**src/rtl/prvp_pulp_clock_divider.sv**
```systemverilog
// Integer clock divider: clk_o is a flop output, and ratio/enable/polarity changes apply only at period boundaries.
// Ratio handshake: div_ready_o drops for one pending request until the next boundary. PRVP_CLKDIV_INVERT_EN enables the invert_i polarity flop.
module prvp_pulp_clock_divider #(
  parameter int          DIV_WIDTH   = 8,
  parameter int unsigned DEFAULT_DIV = 2
) (
  input  logic                 clk_i,
  input  logic                 rst_ni,
  input  logic                 clk_en_i,
  input  logic                 invert_i,
  input  logic [DIV_WIDTH-1:0] div_i,
  input  logic                 div_valid_i,
  output logic                 div_ready_o,
  output logic [DIV_WIDTH-1:0] cur_div_o,
  output logic                 clk_o
);

  localparam logic [DIV_WIDTH-1:0] DEF_DIV = DIV_WIDTH'(DEFAULT_DIV);
  localparam logic [DIV_WIDTH-1:0] MIN_DIV = DIV_WIDTH'(2);
  localparam logic [DIV_WIDTH-1:0] ONE     = DIV_WIDTH'(1);

  typedef enum logic {IDLE = 1'b0, PEND = 1'b1} state_e;

  state_e               state_q, state_d;
  logic [DIV_WIDTH-1:0] cnt_q, cnt_d;
  logic [DIV_WIDTH-1:0] div_q, div_d;
  logic [DIV_WIDTH-1:0] pend_q, pend_d;
  logic [DIV_WIDTH-1:0] half_d;
  logic                 en_q, en_d;
  logic                 clk_q, clk_d;
  logic                 boundary;
  logic                 xfer;

  assign boundary = (cnt_q == div_q - ONE) || !en_q;
  assign xfer     = div_valid_i && div_ready_o;

  // FSM: state register
  always_ff @(posedge clk_i or negedge rst_ni) begin
    if (!rst_ni) state_q <= IDLE;
    else         state_q <= state_d;
  end

  // FSM: next state; a request accepted on a boundary waits for the next one
  always_comb begin
    state_d = state_q;
    case (state_q)
      IDLE:    if (xfer)     state_d = PEND;
      PEND:    if (boundary) state_d = IDLE;
      default: state_d = IDLE;
    endcase
  end

  // FSM: outputs
  always_comb begin
    div_ready_o = 1'b0;
    if (state_q == IDLE) div_ready_o = 1'b1;
  end

`ifdef PRVP_CLKDIV_INVERT_EN
  logic inv_q, inv_d;

  assign inv_d = boundary ? invert_i : inv_q;

  always_ff @(posedge clk_i or negedge rst_ni) begin
    if (!rst_ni) inv_q <= 1'b0;
    else         inv_q <= inv_d;
  end
`else
  logic inv_q, inv_d;
  logic unused_invert;

  assign inv_q         = 1'b0;
  assign inv_d         = inv_q;
  assign unused_invert = invert_i;
`endif

  always_comb begin
    cnt_d  = boundary ? '0 : cnt_q + ONE;
    en_d   = boundary ? clk_en_i : en_q;
    div_d  = (boundary && state_q == PEND) ? pend_q : div_q;
    pend_d = pend_q;
    if (xfer) pend_d = (div_i < MIN_DIV) ? MIN_DIV : div_i;
    half_d = div_d >> 1;
    // Output is computed from next-state values so the flop tracks the new count.
    clk_d  = en_d ? ((cnt_d < half_d) ^ inv_d) : inv_d;
  end

  always_ff @(posedge clk_i or negedge rst_ni) begin
    if (!rst_ni) begin
      cnt_q  <= '0;
      div_q  <= DEF_DIV;
      pend_q <= DEF_DIV;
      en_q   <= 1'b0;
      clk_q  <= 1'b0;
    end else begin
      cnt_q  <= cnt_d;
      div_q  <= div_d;
      pend_q <= pend_d;
      en_q   <= en_d;
      clk_q  <= clk_d;
    end
  end

  assign cur_div_o = div_q;
  assign clk_o     = clk_q;

endmodule

```
**config.mk**
```make
export PLATFORM = sky130hd
export DESIGN_NAME = prvp_pulp_clock_divider
export DESIGN_NICKNAME = d
export VERILOG_FILES = /design/src/rtl/prvp_pulp_clock_divider.sv
export SDC_FILE = /design/constraint.sdc
export NUM_CORES = 1
export LEC_CHECK = 0
export CAP_MARGIN = 20
export CORE_UTILIZATION = 54
export CTS_CLUSTER_SIZE = 24
export DETAILED_ROUTE_END_ITERATION = 7
export PLACE_DENSITY = 0.79
export SETUP_SLACK_MARGIN = 0.05
export SLEW_MARGIN = 10
export SYNTH_ARGS = -nofsm -noshare
export SYNTH_HDL_FRONTEND = slang
export SYNTH_SLANG_ARGS = --single-unit
```
**constraint.sdc**
```tcl
create_clock -name clk_i -period 4 [get_ports clk_i]
set_input_delay 1.2 -clock clk_i [delete_from_list [all_inputs] [get_ports clk_i]]
set_output_delay 1.2 -clock clk_i [all_outputs]
set_load 0.02 [all_outputs]
```
# ---- Word level (Yosys, flattened, before mapping)
# Cells that the tools add are included.
dict set report op_classes {
  n_addsub 2
  magnitude_cmp 2
  n_eq_ne 1
  mux 9
  bitwise 1
  n_reduce_logical 4
}
# op count
set ops {}
lappend ops {{$mux W8} 3}
lappend ops {{$add A8 B1 Y8 const B} 1}
lappend ops {{$eq A8 B8 Y1} 1}
lappend ops {{$lt A8 B2 Y1 const B} 1}
lappend ops {{$lt A8 B7 Y1} 1}
lappend ops {{$sub A8 B1 Y8 const B} 1}
lappend ops {{$mux W1} 5}
lappend ops {{$logic_and A1 B1 Y1} 2}
lappend ops {{$pmux W1 S2} 1}
lappend ops {{$logic_not A1 Y1} 1}
lappend ops {{$logic_or A1 B1 Y1} 1}
lappend ops {{$not A1 Y1} 1}
dict set report word_totals {
  regBits 27
  out_inout_bits 10
}

# ---- Longest topological paths before layout
# Gate-level depths: netlist of run 1.
dict set report depth {
  depth_word 7
  ltp_mapped 15
  ltp_nobuf 14
}

# ---- Worst setup path after synthesis of run 1
# Ideal clock, no wire load.
dict set report synth_path {
  path_kind {reg2reg}
  startpoint {register div_q[0] (netlist: cur_div_o[0])}
  endpoint {register clk_q (netlist: clk_o)}
  arrival_ns 3.502
  setup_slack_ns 0.394
  stages_incl_launch_ff 16
  synth_period_minus_slack_ns 3.606
  path_cell_list {dfrtp_1 -> inv_1 -> ha_1 -> or3b_1 -> o31a_1 -> o2111ai_1 -> a311oi_4 -> o21ai_4 -> buf_6 -> mux2i_1 -> ha_1 -> a21o_1 -> a211o_1 -> a41oi_1 -> mux2i_1 -> a221oi_1}
}
dict set report synth_via {
  elab_chain_len 7
  word_cells_on_any_way 9
  cone_classes {add/sub: 1; order compare: 1; eq/ne: 1; mux: 4; reduce/logical: 2}
}
# element line
set synth_rtl {}
lappend synth_rtl {{from (decl)} 26} ;# logic [DIV_WIDTH-1:0] div_q, div_d;
lappend synth_rtl {{from (signal assigned)} 97} ;# div_q <= div_d;
lappend synth_rtl {{$sub A8 B1 Y8 (*)} 34} ;# assign boundary = (cnt_q == div_q - ONE) || !en_q;
lappend synth_rtl {{$eq A8 B8 Y1 (*)} 34}
lappend synth_rtl {{$logic_or A1 B1 Y1 (*)} 34}
lappend synth_rtl {{$logic_and A1 B1 Y1} 80} ;# div_d = (boundary && state_q == PEND) ? pend_q : div_q;
lappend synth_rtl {{$mux W8} 80}
lappend synth_rtl {{$lt A8 B7 Y1} 85} ;# clk_d = en_d ? ((cnt_d < half_d) ^ inv_d) : inv_d;
lappend synth_rtl {{$mux W1 (*)} 85}
lappend synth_rtl {{net clk_d} 30} ;# logic clk_q, clk_d;
lappend synth_rtl {{to (signal assigned)} 100} ;# clk_q <= clk_d;
lappend synth_rtl {{to (decl)} 30}
# The timed path passes the listed nets; every way through them passes the cells marked *.
# A chain may end at the register's enable or synchronous reset.

# ---- Worst setup path in the final report of run 1
dict set report layout_path {
  startpoint {register div_q[1] (netlist: cur_div_o[1])}
  endpoint {register clk_q (netlist: clk_o)}
}
dict set report layout_via {
  elab_chain_len 7
  word_cells_on_any_way 9
  cone_classes {add/sub: 1; order compare: 1; eq/ne: 1; mux: 4; reduce/logical: 2}
}
# element line
set layout_rtl {}
lappend layout_rtl {{$sub A8 B1 Y8} 34}
lappend layout_rtl {{$eq A8 B8 Y1} 34}
lappend layout_rtl {{$logic_or A1 B1 Y1} 34}
lappend layout_rtl {{$logic_and A1 B1 Y1} 80}
lappend layout_rtl {{$mux W8} 80}
lappend layout_rtl {{$lt A8 B7 Y1} 85}
lappend layout_rtl {{$mux W1 (*)} 85}
lappend layout_rtl {{net clk_d} 30}
# Marked as above.

==> impl_metrics.py, run 1 <==
metrics = {
    "yosys": {
        "synth-compound-area-share_pct": 14.1,
        "synth_edf_count": 0,
        "synth_area_mm2": 0.00160,
        "yosys_warnings": 0,
        "synthSimpleGateAreaFrac_pct": 15.7,
        "netlist.area_leader.share_pct": 39.1,
        "avgSynthCellArea_um2": 10.3,
        "ys_async_sr_fraction_pct": 100,
        "synthMuxAreaShare_pct": 10.9,
        "ys.flop_type": "dfrtp_1",
        "ys_seq_elements": 27,
        "synth_top_family_by_area": "simple AND/OR/NAND/NOR gates",
        "ys_types": 44,
        "synth_area_leaders": "dfrtp_1, ha_1, nand2_1",
        "synthCells": 155,
        "ys_seq_area_share_pct": 42.3,
        "synth-xor-area-share_pct": 7.11,
        "yosys.area.top_type": "dfrtp_1",
        "syn_nets": 176,
        "synthAdderAreaFrac_pct": 6.25,
    },
    "timing": {
        "period_minus_slack_ns": 3.66,
        "setup_viol": 0,
        "fin_tns_setup_ns": 0,
        "hold_violations": 0,
        "whs_ns": 0.502,
        "clock_skew_ns": 0.00446,
        "final_max_slew_viol_count": 0,
        "fin_crit_sh_pct": 91.6,
        "max_freq_mhz": 273,
        "worst_pin_slew_ns": 0.496,
        "maxSlewHeadroom_pct": 66.5,
        "rsz0062_at_grt": "false",
    },
    "die": {
        "die_h_um": 56.5,
        "start_util_pct": 57.6,
        "placementRows": 19,
        "dieArea_mm2": 0.00319,
        "die_x_um": 56.5,
        "core_mm2": 0.00278,
        "io_pins": 23,
    },
    "detailed_routing": {
        "drtPass1Iterations": 4,
        "drt_wl_total_mm": 3.05,
        "drc": 0,
        "initialDrtViolationCount": 43,
        "num_vias": 1193,
        "drtAntennaViolNets": 0,
        "wl_per_cell_um": 14.2,
        "vias_per_cell": 5.55,
    },
    "clock_network": {
        "cts_hold_buf": 0,
        "cts-root-buf": "clkbuf_4",
        "cts_made_buffers": 3,
        "clk_latency_ns": 0.32,
        "ctsLongestPathBuffers": 2,
        "htreeDepth": 1,
        "cts_tree": "built",
        "clock_sinks": 27,
        "clkTransAtPathRegs_ns": 0.14,
    },
    "global_route": {
        "first_global_vias": 1248,
        "antenna_found_initial": 0,
        "gr-total-overflow": 0,
        "grtUsageTotal_pct": 22.0,
        "grt_first_pass_wirelength_mm": 5.47,
        "grt_max_degree": 28,
    },
    "place": {
        "dpl.hpwl_mm": 2.39,
        "portBuffers": 21,
        "gp_congestion": 0.753,
    },
    "hold_path": {
        "hold_path_depth": 2,
        "min_path_type": "reg2reg",
    },
    "worst_setup_path": {
        "cp.arrival_ns": 3.89,
        "r2r_cells": 14,
        "end_kind": "register",
        "crit_required_ns": 4.23,
        "start_kind": "register",
        "critPathKind": "reg2reg",
        "path_max_fanout": 7,
    },
    "power": {
        "pwr_density_cell_mw_per_mm2": 216,
        "leakage_uw": 0.000939,
        "peakVddDrop_v": 0.000255,
        "finalPower_uw": 416,
    },
    "cells_and_area": {
        "diodes": 0,
        "final-seq-area_um2": 678,
        "num-nets-final": 206,
        "layout_common_cells": "dfrtp_1, nand2_1, clkdlybuf4s50_1, nor2_1, inv_1",
        "fillers": 217,
        "layout_commonest_cell": "dfrtp_1",
        "drive_above_1_share_pct": 13.6,
        "area_growth_pct": 20.2,
        "multiInputGateArea_um2": 881,
    },
    "status": {
        "status": "complete, no violations",
    },
    "run": {
        "max-cap-violations": 0,
    },
}
[critical path, cell delays in order (launching register included)]
cell and delay, ns:
dfstp_2 0.44, inv_1 0.07, ha_1 0.17, or3b_1 0.40, nor4_1 0.25, o2111ai_2 0.17, a311oi_4 0.38, o21ai_4 0.16
mux2i_1 0.15, ha_1 0.34, a21o_1 0.17, a211o_1 0.31, a41oi_1 0.20, mux2i_1 0.11, a221oi_1 0.28
[routing by layer]
| layer | wire length, um | GRT usage, % | vias to the layer above |
|---|---|---|---|
| li1 | - | - | 612 |
| met1 | 1430 | 29.6 | 555 |
| met2 | 1540 | 37.3 | 24 |
| met3 | 58 | 1.61 | 2 |
| met4 | 17 | 8.01 | 0 |
| met5 | 0 | 0 | - |
[registers in the layout (all words and copies together), names as in the netlist]
signal     flops
cnt_q          8
cur_div_o      8
en_q           1
pend_q         8
state_q        1
clk_o          1
[repair_timing]
item | CTS | global route
resized for setup | 0 | 2
buffers inserted | 0 | 3
endpoints found under the setup margin | 0 | 1
[final timing paths]
kind	slack, ns	from	end
worst min register to register	0.50	pend_q[0]	pend_q[0]
worst min-delay path	0.50	pend_q[0]	pend_q[0]
worst max register to register	0.34	cur_div_o[1]	clk_o
worst max-delay path	0.34	cur_div_o[1]	clk_o
min in group asynchronous	1.23	rst_ni	en_q
max in group asynchronous	2.47	rst_ni	pend_q[1]
[cell usage after synthesis (all sizes together) (2+ instances only)]
library cell and number:
dfstp 2, nand2 23, buf 2, a211o 2, xnor2 7, nand2b 4
ha 8, mux2i 7, inv 10, mux2 8, nor3 3, o21ai 5
nor4 2, nand4 2, and3 2, o2111ai 2, nand3 2, dfrtp 25
nor2 11, xor2 6, a21o 4
[per-stage QoR]
step / utilization (%) / worst slack [ns] / cells / cell area (um^2)
final: 69.2 / 0.338 / 215 / 1930
after global routing: 69.2 / 0.0558 / 215 / 1930
after CTS: 67.9 / 0.266 / 212 / 1890
after detailed placement: 66.9 / 0.297 / 208 / 1860
after global placement: 66.9 / 0.354 / 208 / 1860
after floorplan: - / 0.394 / 155 / 1600
[cell type report]
cell class              count  area share [%]
multi-input cells         115            45.7
repair buffers             28            13.6
flip-flops and latches     27            35.2
inverters                  10            1.95
well taps                  31            2.01
clock inverters             1           0.260
clock buffers               3            1.17
[kinds of logic after synthesis]
group / after synthesis
buffers and inverters: 13
AND/OR/NAND/NOR: 53
XOR/XNOR: 13
flip-flops: 27
adder cells (fa/ha/maj): 8
multiplexers: 15
AO/OA/AOI/OAI: 26
[power by group]
| part | internal, uW | switching (uW) | leakage, uW |
|---|---|---|---|
| logic | 13.2 | 9.78 | 0.000583 |
| clock network | 37.4 | 75.0 | 0.0000177 |
| registers | 278 | 3.25 | 0.000338 |
| total | 328 | 88.1 | 0.000939 |
Note: power is estimated with default switching activity, not from simulation.
==> run 2: changes to the inputs <==
--- a/config.mk
+++ b/config.mk
@@ -10,6 +10,8 @@
 export CTS_CLUSTER_SIZE = 24
 export DETAILED_ROUTE_END_ITERATION = 7
+export GPL_TIMING_DRIVEN = 0
 export PLACE_DENSITY = 0.79
 export SETUP_SLACK_MARGIN = 0.05
+export SKIP_LAST_GASP = 1
 export SLEW_MARGIN = 10
 export SYNTH_ARGS = -nofsm -noshare
==> constraint.sdc (replaced) <==
create_clock -name clk_i -period 4 [get_ports clk_i]
set_input_delay 1.2 -clock clk_i [delete_from_list [all_inputs] [get_ports clk_i]]
set_output_delay 1.2 -clock clk_i [all_outputs]
set_load 0.1 [all_outputs]
==> run 2 against run 1 <==
Net effect: combinational power rose by 5%; largest power group unchanged; clock skew is 0.0047 ns higher; cell area increased by 2.9%; power increased by 0.70%; non-clock buffer count is 5 higher; global-route usage decreased by 0.49 points; wire length rose by 3.3%; hold slack better by 0.012 ns.
==> impl_metrics.py, run 2 (synthesis gave the netlist of run 1 again) <==
metrics = {
    "worst_setup_path": {
        "path_max_fanout": 10,
        "cpLargestDelayFamily": "compound AO/OA/AOI/OAI gates",
        "path_buf_inv": 2,
        "r2r_start": "cur_div_o[0]",
        "end_kind": "register",
        "crit_required_ns": 4.24,
        "slowest_delay_ns": 0.46,
        "rrSetupSlack_ns": 0.28,
        "start_kind": "register",
        "r2r_cells": 15,
        "critPathKind": "reg2reg",
        "r2r_end": "clk_o",
        "worst_path_max_delay_cell": "dfrtp_2",
        "cp.arrival_ns": 3.96,
        "cp_cell_sequence": "inv_1 > ha_1 > or3b_1 > o31a_1 > o2111ai_2 > a311oi_4 > o21ai_4 > buf_8 > mux2i_1 > ha_1 > a21o_1 > a211o_1 > a41oi_1 > mux2i_1 > a221oi_2",
    },
    "hold_path": {
        "min_path_type": "reg2reg",
        "hp-start": "pend_q[3]",
        "holdPathEnd": "pend_q[3]",
        "hold_path_depth": 2,
    },
    "cells_and_area": {
        "layout_commonest_cell": "dfrtp_1",
        "fillers": 207,
        "area_growth_pct": 23.7,
        "layout_common_cells": "dfrtp_1, nand2_1, clkdlybuf4s50_1, nor2_1, inv_1",
        "diodes": 0,
        "layout.cells.non_filler": 220,
        "drive_above_1_share_pct": 16.9,
        "num-nets-final": 211,
    },
    "die": {
        "dieArea_mm2": 0.00319,
        "die_x_um": 56.5,
        "io_pins": 23,
        "placementRows": 19,
        "die_h_um": 56.5,
        "core_mm2": 0.00278,
        "start_util_pct": 57.6,
    },
    "detailed_routing": {
        "drc": 0,
        "vias_per_cell": 5.64,
        "drtPass1Iterations": 4,
        "initialDrtViolationCount": 47,
        "wl_per_cell_um": 14.3,
        "drtAntennaViolNets": 0,
        "num_vias": 1241,
        "drt_wl_total_mm": 3.15,
    },
    "run": {
        "max-cap-violations": 0,
    },
    "timing": {
        "period_minus_slack_ns": 3.72,
        "fin_tns_setup_ns": 0,
        "clock_skew_ns": 0.00917,
        "setup_viol": 0,
        "setup_ws_ns": 0.284,
        "hold_violations": 0,
        "worst_pin_slew_ns": 0.971,
        "maxSlewHeadroom_pct": 35.0,
        "fin_crit_sh_pct": 92.9,
        "max_freq_mhz": 269,
        "rsz0062_at_grt": "false",
        "final_max_slew_viol_count": 0,
        "whs_ns": 0.514,
    },
    "power": {
        "power.internal_uw": 330,
        "pwr_density_cell_mw_per_mm2": 212,
        "finalPower_uw": 419,
        "combPwrFrac_pct": 5.7,
        "leakage_uw": 0.000959,
        "power_switching_uw": 89.6,
        "switching_share_pct": 21.4,
        "pwr-share-seq_pct": 67.1,
        "clockPowerShare_pct": 27.2,
        "peakVddDrop_v": 0.000223,
    },
    "place": {
        "place_ws_ns": 0.0979,
        "placed_cells": 208,
        "dpl.hpwl_mm": 2.45,
        "gp_congestion": 0.720,
        "portBuffers": 21,
    },
    "clock_network": {
        "cts-root-buf": "clkbuf_4",
        "cts_tree": "built",
        "clock_sinks": 27,
        "clkTransAtPathRegs_ns": 0.14,
        "clk_latency_ns": 0.31,
        "ctsLongestPathBuffers": 2,
        "cts_made_buffers": 3,
        "htreeDepth": 1,
    },
    "global_route": {
        "first_global_vias": 1314,
        "grt_max_degree": 17,
        "grt_first_pass_wirelength_mm": 5.45,
        "grtUsageTotal_pct": 21.5,
        "gr-total-overflow": 0,
        "antenna_found_initial": 0,
    },
    "status": {
        "status": "complete, no violations",
    },
}
## run 2: cell count changes in the layout (fill, tap and decap cells not counted), sizes merged
cell,delta
clkinv,-1
clkinvlp,+1
clkbuf,+2
buf,+3
## run 2: how the worst max path moves through the flow
stage                             from  cells past startpoint     to
after floorplan           cur_div_o[4]                     13  clk_o
after global placement    cur_div_o[0]                     15  clk_o
after detailed placement  cur_div_o[0]                     15  clk_o
after global routing      cur_div_o[2]                     13  clk_o
after CTS                 cur_div_o[0]                     15  clk_o
final                     cur_div_o[0]                     15  clk_o
## run 2: worst register-to-register path: stages (launching register included)
cell       delay [ns]
dfrtp_2          0.46
inv_1            0.06
ha_1             0.18
or3b_1           0.42
o31a_1           0.27
o2111ai_2        0.25
a311oi_4         0.09
o21ai_4          0.23
buf_8            0.19
mux2i_1          0.20
ha_1             0.28
a21o_1           0.17
a211o_1          0.30
a41oi_1          0.19
mux2i_1          0.13
a221oi_2         0.24
## run 2: what timing repair did
item	4_1_cts	5_1_grt
hold buffers	0	0
gates resized for setup	0	5
endpoints found under the setup margin	0	1
buffers inserted	0	8
## run 2: final cells by class
class | count | area (um^2) | share of cell area [%]
Multi-Input combinational cell | 115 | 885 | 44.6
Sequential cell | 27 | 679 | 34.3
Timing Repair Buffer | 30 | 285 | 14.4
Tap cell | 31 | 38.8 | 1.96
Inverter | 10 | 37.5 | 1.89
Buffer | 3 | 26.3 | 1.33
Clock buffer | 3 | 22.5 | 1.14
Clock inverter | 1 | 7.51 | 0.379
## run 2: per-stage QoR
step	utilization (%)	instance area [um^2]
after global routing	71.3	1980
final	71.3	1980
after CTS	68.2	1900
after detailed placement	67.1	1870
after floorplan	-	1600
after global placement	66.6	1850
## run 2: power groups by stage
stage / Clock (uW) / Sequential [uW] / Combinational, uW
3_3_place_gp: 0 / 286 / 21.9
5_1_grt: 131 / 282 / 27.3
3_5_place_dp: 0 / 286 / 24.2
6_report: 114 / 281 / 24.0
4_1_cts: 121 / 281 / 24.4
2_1_floorplan: 0 / 285 / 4.98
## run 2: per-layer routing
metal	GRT usage (%)	vias to the layer above	part of all wire, %
met4	5.92	0	0.29
met1	26.6	604	44
li1	-	619	-
met3	1.38	2	1.5
met5	0	-	0
met2	40.0	16	54
==> run 3: changes to the inputs <==
- CORE_UTILIZATION: 54 -> 56
- CTS_BUF_LIST: default -> sky130_fd_sc_hd__clkbuf_8
- PLACE_DENSITY: 0.79 -> 0.82
==> run 3 against run 2 <==
Net effect: combinational power about the same; critical path depth up 1; via count up 6.4%; largest power group unchanged; sequential power barely moved; clock skew is essentially flat; clock power up 37%; register-to-register slack worse by 0.15 ns; cell area up 4.4%; sequential cell count stayed put; first-iteration DRC count shrank 8.5%; die area fell by 3.5%; power grew 10%.
==> impl_metrics.py, run 3 (synthesis gave the netlist of run 1 again) <==
metrics = {
    "status": {
        "status": "complete, no violations",
    },
    "worst_setup_path": {
        "cp.arrival_ns": 4.05,
        "worst_path_most_repeated_cell": "mux2i_1",
        "start_kind": "register",
        "cp_cell_sequence": "inv_1 > ha_2 > or3b_4 > o31a_1 > o2111ai_2 > a311oi_4 > buf_4 > o21ai_4 > buf_8 > mux2i_1 > ha_1 > a21o_1 > a211o_1 > a41oi_2 > mux2i_1 > a221oi_2",
        "critPathKind": "reg2reg",
        "crit_required_ns": 4.18,
        "worst_path_max_delay_cell": "dfrtp_2",
        "path_max_fanout": 9,
        "slowest_delay_ns": 0.44,
        "end_kind": "register",
    },
    "run": {
        "max-cap-violations": 0,
    },
    "cells_and_area": {
        "drive_above_1_share_pct": 20.7,
        "area_growth_pct": 29.1,
        "num-nets-final": 215,
        "layout_commonest_cell": "dfrtp_1",
        "utilization_pct": 75.7,
        "layout_common_cells": "dfrtp_1, nand2_1, clkdlybuf4s50_1, buf_4, nor2_1",
        "diodes": 0,
        "fillers": 183,
    },
    "timing": {
        "period_minus_slack_ns": 3.86,
        "maxSlewHeadroom_pct": 34.0,
        "final_max_slew_viol_count": 0,
        "worst_pin_slew_ns": 0.987,
        "fin_crit_sh_pct": 96.6,
        "setup_viol": 0,
        "whs_ns": 0.497,
        "max_freq_mhz": 259,
        "clock_skew_ns": 0.00930,
        "hold_violations": 0,
    },
    "die": {
        "die_h_um": 55.5,
        "die_x_um": 55.5,
        "start_util_pct": 58.6,
        "core_mm2": 0.00273,
        "dieArea_mm2": 0.00308,
        "placementRows": 19,
        "io_pins": 23,
    },
    "detailed_routing": {
        "drtPass1Iterations": 4,
        "drtAntennaViolNets": 0,
        "wl_per_cell_um": 16.0,
        "initialDrtViolationCount": 43,
        "vias_per_cell": 5.89,
        "num_vias": 1320,
        "drt_wl_total_mm": 3.58,
        "drc": 0,
    },
    "power": {
        "leakage_uw": 0.000989,
        "peakVddDrop_v": 0.000288,
        "pwr_density_cell_mw_per_mm2": 223,
    },
    "clock_network": {
        "cts-root-buf": "clkbuf_8",
        "clk_latency_ns": 0.28,
        "clkTransAtPathRegs_ns": 0.10,
        "cts_made_buffers": 3,
        "cts_tree": "built",
        "ctsLongestPathBuffers": 2,
        "clock_sinks": 27,
        "htreeDepth": 1,
    },
    "global_route": {
        "gr-total-overflow": 0,
        "first_global_vias": 1306,
        "grt_max_degree": 17,
        "antenna_found_initial": 0,
        "grtUsageTotal_pct": 22.5,
        "grt_first_pass_wirelength_mm": 5.48,
    },
    "place": {
        "portBuffers": 21,
        "gp_congestion": 0.736,
        "dpl.hpwl_mm": 2.47,
    },
    "hold_path": {
        "min_path_type": "reg2reg",
    },
}
run 3: cell count changes in the layout (fill, tap and decap cells not counted), sizes merged:
cell and change:
buf +5, clkbuf -1
run 3: layout make-up:
class / count / area [um^2] / share of cell area (%)
inverter: 10 / 37.5 / 1.81
clock inverter: 1 / 7.51 / 0.363
clock buffer: 3 / 41.3 / 2.00
tap: 31 / 38.8 / 1.88
multi-input combinational: 115 / 922 / 44.6
sequential: 27 / 679 / 32.8
buffer: 3 / 26.3 / 1.27
timing repair buffer: 34 / 315 / 15.2
run 3: final timing paths:
path                         startpoint            to  slack (ns)  depth (start not counted)
max                        cur_div_o[0]         clk_o        0.14                         16
min                           pend_q[0]     pend_q[0]        0.50                          2
max reg2reg                cur_div_o[0]         clk_o        0.14                         16
min reg2reg                   pend_q[0]     pend_q[0]        0.50                          2
max in group asynchronous        rst_ni  cur_div_o[1]        2.12                          2
min in group asynchronous        rst_ni  cur_div_o[7]        1.28                          1
run 3: stage by stage:
step	setup TNS [ns]	std cells	total power (uW)	area [um^2]	setup WS (ns)
after floorplan	0	155	290	1600	0.0873
after global placement	0	207	308	1850	0.157
after detailed placement	0	208	311	1870	0.0742
after CTS	0	212	460	1920	0.0679
after global routing	-0.0219	224	479	2070	-0.0219
final	0	224	461	2070	0.136
run 3: timing repair:
action                                  in CTS  in global routing
setup buffers                                0                 12
pin swaps                                    1                  7
hold endpoints to repair                     0                  0
endpoints found under the setup margin       1                  1
resized for setup                            1                 11
hold buffers                                 0                  0
run 3: per-layer routing:
| metal | share of wire, % | vias to the layer above | track usage (%) |
|---|---|---|---|
| met5 | 0 | - | 0 |
| met4 | 4.2 | 0 | 11.8 |
| met3 | 2.3 | 17 | 0.937 |
| met2 | 53 | 32 | 39.8 |
| met1 | 41 | 647 | 28.0 |
| li1 | - | 624 | - |
run 3: worst max-delay path: cells and delay by family (launching register included):
kind                       cells  cell delay [ns]
adders and majority gates      2             0.45
muxes                          2             0.32
and+or+nand+nor                1             0.41
buffers and inverters          3             0.41
AOI/OAI and AO/OA              8             1.74
DFF                            1             0.44
run 3: power by group:
part           switching [uW]  total (uW)  internal, uW
Combinational            10.4        24.2          13.8
Clock                    85.1         156          70.8
Sequential               3.42         281           278
Total                    98.9         461           362
